[config.mk]
export PLATFORM = sky130hd
export DESIGN_NAME = sap_control_sequencer
export DESIGN_NICKNAME = d
export VERILOG_FILES = /design/src/rtl/sap_ctrl_pkg.sv /design/src/rtl/sap_rep_counter.sv /design/src/rtl/sap_control_sequencer.sv
export SDC_FILE = /design/constraint.sdc
export NUM_CORES = 1
export LEC_CHECK = 0
export ABC_CLOCK_PERIOD_IN_PS = 2000
export BUFFER_PORTS_ARGS = -buffer_cell sky130_fd_sc_hd__buf_2
export CELL_PAD_IN_SITES_DETAIL_PLACEMENT = 1
export CELL_PAD_IN_SITES_GLOBAL_PLACEMENT = 2
export CORE_ASPECT_RATIO = 0.9
export CORE_MARGIN = 2
export CORE_UTILIZATION = 29
export DETAILED_ROUTE_END_ITERATION = 10
export GPL_TIMING_DRIVEN = 0
export HOLD_SLACK_MARGIN = 0.02
export PLACE_DENSITY_LB_ADDON = 0.1
export SYNTH_ARGS = -nofsm -noshare
export SYNTH_HDL_FRONTEND = slang
export SYNTH_SLANG_ARGS = --single-unit
[constraint.sdc]
create_clock -name clk -period 2 [get_ports clk]
set_input_delay 0.4 -clock clk [delete_from_list [all_inputs] [get_ports clk]]
set_output_delay 0.4 -clock clk [all_outputs]
set_load 0.02 [all_outputs]
[src/rtl/sap_ctrl_pkg.sv]
// Shared types and constants for the SAP control sequencer slice.
// The opcode and state encodings are declared here so the top module and the bench use the same values.
package sap_ctrl_pkg;

    localparam int unsigned DATA_W_DEF = 8;
    localparam int unsigned CNT_W_DEF  = 4;

    typedef enum logic [2:0] {
        OP_NOP    = 3'd0,
        OP_LDA    = 3'd1,
        OP_LDB    = 3'd2,
        OP_ADD    = 3'd3,
        OP_SUB    = 3'd4,
        OP_OUT    = 3'd5,
        OP_REPADD = 3'd6,
        OP_RSVD   = 3'd7
    } opcode_t;

    typedef enum logic [2:0] {
        S_IDLE,
        S_DRIVE,
        S_WRITE,
        S_EXEC,
        S_FLAG,
        S_OUTP,
        S_DONE
    } state_t;

    typedef struct packed {
        logic nla;
        logic nlb;
        logic ea;
        logic eu;
        logic sub;
        logic out_sel;
    } ctrl_t;

    localparam ctrl_t CTRL_IDLE = '{nla: 1'b1, nlb: 1'b1, ea: 1'b0, eu: 1'b0, sub: 1'b0, out_sel: 1'b0};

endpackage

[src/rtl/sap_rep_counter.sv]
// Repeat counter for REPADD.
// It loads the count, decrements it, and reports when the count is zero or on its final pass.
module sap_rep_counter #(
    parameter int unsigned CNT_W = 4
) (
    input  logic             clk,
    input  logic             rst,
    input  logic             load,
    input  logic             dec,
    input  logic [CNT_W-1:0] load_val,
    output logic             zero,
    output logic             last
);

    localparam logic [CNT_W-1:0] ONE = {{(CNT_W-1){1'b0}}, 1'b1};

    logic [CNT_W-1:0] count;

    always_ff @(posedge clk or posedge rst) begin
        if (rst) begin
            count <= '0;
        end else if (load) begin
            count <= load_val;
        end else if (dec && (count != '0)) begin
            count <= count - ONE;
        end
    end

    assign zero = (count == '0);
    assign last = (count == ONE);

endmodule

[src/rtl/sap_control_sequencer.sv]
// Control sequencer for the adder/accumulator datapath. It accepts one macro-op per start handshake,
// steps the datapath through T-states and returns the flags. Every output is decoded from registered state only.
module sap_control_sequencer
    import sap_ctrl_pkg::*;
#(
    parameter int unsigned DATA_W = DATA_W_DEF,
    parameter int unsigned CNT_W  = CNT_W_DEF
) (
    input  logic              clk,
    input  logic              rst,
    input  logic              start_i,
    input  logic [2:0]        opcode_i,
    input  logic [DATA_W-1:0] operand_i,
    input  logic              cf_i,
    input  logic              zf_i,
    output logic [DATA_W-1:0] data_o,
    output logic              nla_o,
    output logic              nlb_o,
    output logic              ea_o,
    output logic              eu_o,
    output logic              sub_o,
    output logic              out_sel_o,
    output logic              busy_o,
    output logic              done_o,
    output logic              cf_o,
    output logic              zf_o,
    output logic              ovf_o,
    output logic              err_o
);

    state_t            state, state_nxt;
    opcode_t           op_q;
    logic [DATA_W-1:0] operand_q;
    logic              accept, cnt_dec, cnt_zero, cnt_last;
    ctrl_t             ctrl;

    assign accept  = start_i && (state == S_IDLE);
    assign cnt_dec = (state == S_FLAG) && (op_q == OP_REPADD) && !cf_i && !cnt_zero;

    sap_rep_counter #(.CNT_W(CNT_W)) u_rep_counter (
        .clk      (clk),
        .rst      (rst),
        .load     (accept),
        .dec      (cnt_dec),
        .load_val (operand_i[CNT_W-1:0]),
        .zero     (cnt_zero),
        .last     (cnt_last)
    );

    always_ff @(posedge clk or posedge rst) begin
        if (rst) begin
            state     <= S_IDLE;
            op_q      <= OP_NOP;
            operand_q <= '0;
            cf_o      <= 1'b0;
            zf_o      <= 1'b0;
            ovf_o     <= 1'b0;
            err_o     <= 1'b0;
        end else begin
            state <= state_nxt;
            if (accept) begin
                op_q      <= opcode_t'(opcode_i);
                operand_q <= operand_i;
                ovf_o     <= 1'b0;
                err_o     <= (opcode_t'(opcode_i) == OP_RSVD);
            end
            if (state == S_FLAG) begin
                cf_o <= cf_i;
                zf_o <= zf_i;
                if ((op_q == OP_REPADD) && cf_i) begin
                    ovf_o <= 1'b1;
                end
            end
        end
    end

    always_comb begin
        state_nxt = state;
        unique case (state)
            S_IDLE: begin
                if (start_i) begin
                    unique case (opcode_t'(opcode_i))
                        OP_LDA, OP_LDB: state_nxt = S_DRIVE;
                        OP_ADD, OP_SUB: state_nxt = S_EXEC;
                        OP_OUT:         state_nxt = S_OUTP;
                        // A zero repeat count finishes directly, without any datapath writes.
                        OP_REPADD:      state_nxt = (operand_i[CNT_W-1:0] == '0) ? S_DONE : S_EXEC;
                        default:        state_nxt = S_DONE;
                    endcase
                end
            end
            S_DRIVE: state_nxt = S_WRITE;
            S_WRITE: state_nxt = S_DONE;
            S_EXEC:  state_nxt = S_FLAG;
            S_FLAG:  state_nxt = ((op_q == OP_REPADD) && !cf_i && !cnt_last) ? S_EXEC : S_DONE;
            S_OUTP:  state_nxt = S_DONE;
            S_DONE:  state_nxt = S_IDLE;
            default: state_nxt = S_IDLE;
        endcase
    end

    always_comb begin
        ctrl   = CTRL_IDLE;
        data_o = '0;
        unique case (state)
            S_DRIVE: data_o = operand_q;
            S_WRITE: begin
                data_o = operand_q;
                if (op_q == OP_LDA) ctrl.nla = 1'b0;
                else                ctrl.nlb = 1'b0;
            end
            S_EXEC: begin
                ctrl.eu  = 1'b1;
                ctrl.sub = (op_q == OP_SUB);
                ctrl.nla = 1'b0;
            end
            S_OUTP: begin
                ctrl.ea      = 1'b1;
                ctrl.out_sel = 1'b1;
            end
            default: ;
        endcase
    end

    assign nla_o     = ctrl.nla;
    assign nlb_o     = ctrl.nlb;
    assign ea_o      = ctrl.ea;
    assign eu_o      = ctrl.eu;
    assign sub_o     = ctrl.sub;
    assign out_sel_o = ctrl.out_sel;
    assign busy_o    = (state != S_IDLE);
    assign done_o    = (state == S_DONE);

endmodule

==> reports/metrics.cfg <==
[run_status]
status = completed

[sta]
relSlewSlack = 0.373
finalHoldViolCount = 0
tns_ps = 0
tightestPinTransition_ps = 939
drv_slew = 0
fmaxAchievable_ghz = 0.527
rsz0062_at_grt = false
fin_crit_ps = 1900
fin_crit_sh = 0.949
finalSetupViolCount = 0
fin_skew_ps = 3.47

[clock_network]
cts-hold-fix-buffers = 0
clk_path_buf_depth = 2
cts_buffers = 3
clkLatencyLatePin_ps = 260
htreeDepth = 1
cts_tree = built
root_buffer = clkbuf_8
clkTransAtPathRegs_ps = 80
cts_num_sinks = 22

[finish]
fin_cells = 225
diodes = 0
filler_cell_count = 484
multi_input_area_sq_um = 641
final_design_area_no_fill_sq_um = 1570
seq_area_sq_um = 551
drive_above_1_share = 0.299
final_nets = 198
fin_util = 0.391
area_delta_synth_final_pct = 30.8

[setup_path]
required_ps = 1600
cp.arrival_ps = 1500
worstSetupPathType = reg2out
path_cells = buf_4 -> xnor2_2 -> nor2_2 -> buf_4 -> and2_1 -> buf_2
crit_top_cell = buf_4
end_kind = output pin
cpPeakStageDelay_ps = 380
startpoint_type = flip-flop
cp_slowest_cell = dfrtp_1
crit_fanout = 10

[placed_design]
place_hpwl_mm = 2.48
numPortBuffers = 35
dp.cells = 220
globalplace.congestion = 0.849
place_area_sq_um = 1440

[synth]
synth_cells = 137
synth.top_cells.by_count = 34 x nand2_1, 22 x dfrtp_1, 9 x and2_1, 9 x o21ai_0, 8 x nor2_1
synth_simple_gate_area_frac = 0.314
synth_top_family_by_area = simple AND/OR/NAND/NOR gates
synthMuxAreaShare = 0.0271
synth-xor-area-share = 0.0146
ys_seq_area_frac = 0.458
synth_top_area_frac = 0.458
synth_largest_area_cell = dfrtp_1
yosysMostFrequentCell = nand2_1
yosysWarnings = 0
synth.area.top_cells = dfrtp_1 46%, nand2_1 11%, and2_1 4.7%
synth_area_sq_um = 1200
synth_compound_area_frac = 0.111
synth_seq_cells = 22
yosysUniqueCellTypes = 35
synth_top_flop_cell = dfrtp_1
syn_nets = 156
synth_edf_count = 0
synth_fa_ha_area_frac = 0.0312
async_flop_share = 1.00
synth.avg_cell_area_sq_um = 8.78

[routing]
vias_per_cell = 4.94
drc = 0
drtIter0Drc = 70
routed_wl_mm = 3.35
num_vias = 1112
drtAntennaViolNets = 0
wl_per_cell_um = 14.9
drt_first_pass_iters = 4

[pwr]
powerDensity_nw_per_um2 = 1480
ir_drop_v = 0.000573
power.leakage_nw = 0.785

[floorplanning]
fp.dieH_um = 65.1
io_pins = 36
die_area_sq_um = 4680
core_sq_um = 4020
start_util = 0.299
die_w_um = 71.9
rows = 22

[global_routing]
grt_use_met3 = 0.0327
grt_start_max_net_pins = 23
grt.busiest_layer = met2
grt_pass1_vias = 1193
grt_pass1_wl_mm = 5.74
grtUsageMet2 = 0.274
grtUsageTotal = 0.160
use_met1 = 0.207
overflow = 0
antenna_found_initial = 0

[job]
max_cap_viol_count = 0

[min_path]
holdCritPathClass = in2reg

==> per-layer routing <==
| layer | routed length [um] | up-vias |
|---|---|---|
| met5 | 0 | - |
| met4 | 40 | 0 |
| met3 | 145 | 6 |
| met2 | 1690 | 28 |
| met1 | 1480 | 537 |
| li1 | - | 541 |
==> logic make-up (layout without fill, tap and decap cells) <==
| kind of cell | after synthesis | after routing |
|---|---|---|
| simple gates | 73 | 73 |
| flops | 22 | 22 |
| fa+ha+maj | 3 | 3 |
| mux | 3 | 3 |
| xor+xnor | 2 | 2 |
| compound gates | 21 | 21 |
| buf+inv | 13 | 53 |
==> area by class of cell <==
type                    count  area share
multi-input cells         102       0.407
well taps                  48      0.0382
inverters                   5      0.0119
repair buffers             37       0.127
clock buffers               3      0.0263
plain buffers               8      0.0390
flip-flops and latches     22       0.350
==> final timing paths <==
check / start / to / slack, ps / cells past startpoint
max: state[0]$_DFFE_PP0P_ / data_o[2] / 100 / 6
min: operand_i[7] / operand_q[7]$_DFFE_PP0P_ / 320 / 3
max reg2reg: state[1]$_DFFE_PP0P_ / u_rep_counter.count[3]$_DFFE_PP0P_ / 110 / 6
min reg2reg: operand_q[4]$_DFFE_PP0P_ / operand_q[4]$_DFFE_PP0P_ / 470 / 2
max in group asynchronous: rst / state[1]$_DFFE_PP0P_ / 1090 / 2
min in group asynchronous: rst / operand_q[7]$_DFFE_PP0P_ / 340 / 2
==> metrics by stage <==
stage          hold WS (ps)  total power (W)  setup slack (ps)
3_5_place_dp            455          0.00190             -95.8
5_1_grt                 330          0.00254              5.77
2_1_floorplan           389          0.00154             -96.9
4_1_cts                 316          0.00231             0.748
3_3_place_gp            451          0.00186             -36.6
6_report                324          0.00232               102
==> power breakdown <==
group / internal, W / switching, W / total [W]
combinational: 0.000544 / 0.000696 / 0.00124
clock: 0.000135 / 0.000142 / 0.000276
sequential: 0.000648 / 0.000160 / 0.000808
==> worst max-delay path: cells and delay by family, from the launching register on <==
family / cells / cell delay [ps]
flip-flops: 1 / 380
AND/OR/NAND/NOR: 2 / 230
buffers and inverters: 3 / 480
XOR/XNOR: 1 / 140
==> placed cells by master (no fill, tap or decap), types with 3 or more instances in the layout <==
cell type | Yosys | routed
nand2_1 | 34 | 34
nor2_1 | 8 | 7
ha_1 | 3 | 3
buf_2 | 0 | 31
buf_4 | 1 | 8
dfrtp_1 | 22 | 22
o21ai_0 | 9 | 9
clkbuf_8 | 0 | 3
and2_1 | 9 | 9
clkbuf_1 | 7 | 3
inv_1 | 5 | 5
nand3_1 | 4 | 4
==> registers in the layout, summed over array words and instances (netlist names) <==
name,flops
u_rep_counter.count,4
operand_q,8
zf_o,1
err_o,1
cf_o,1
state,3
op_q,3
ovf_o,1
==> timing repair <==
item / in CTS / in global routing
buffers inserted: 2 / 0
setup endpoints to repair: 15 / 14
pin swaps: 1 / 1
gates resized for setup: 12 / 11
Note: power is estimated with default switching activity, not from simulation.
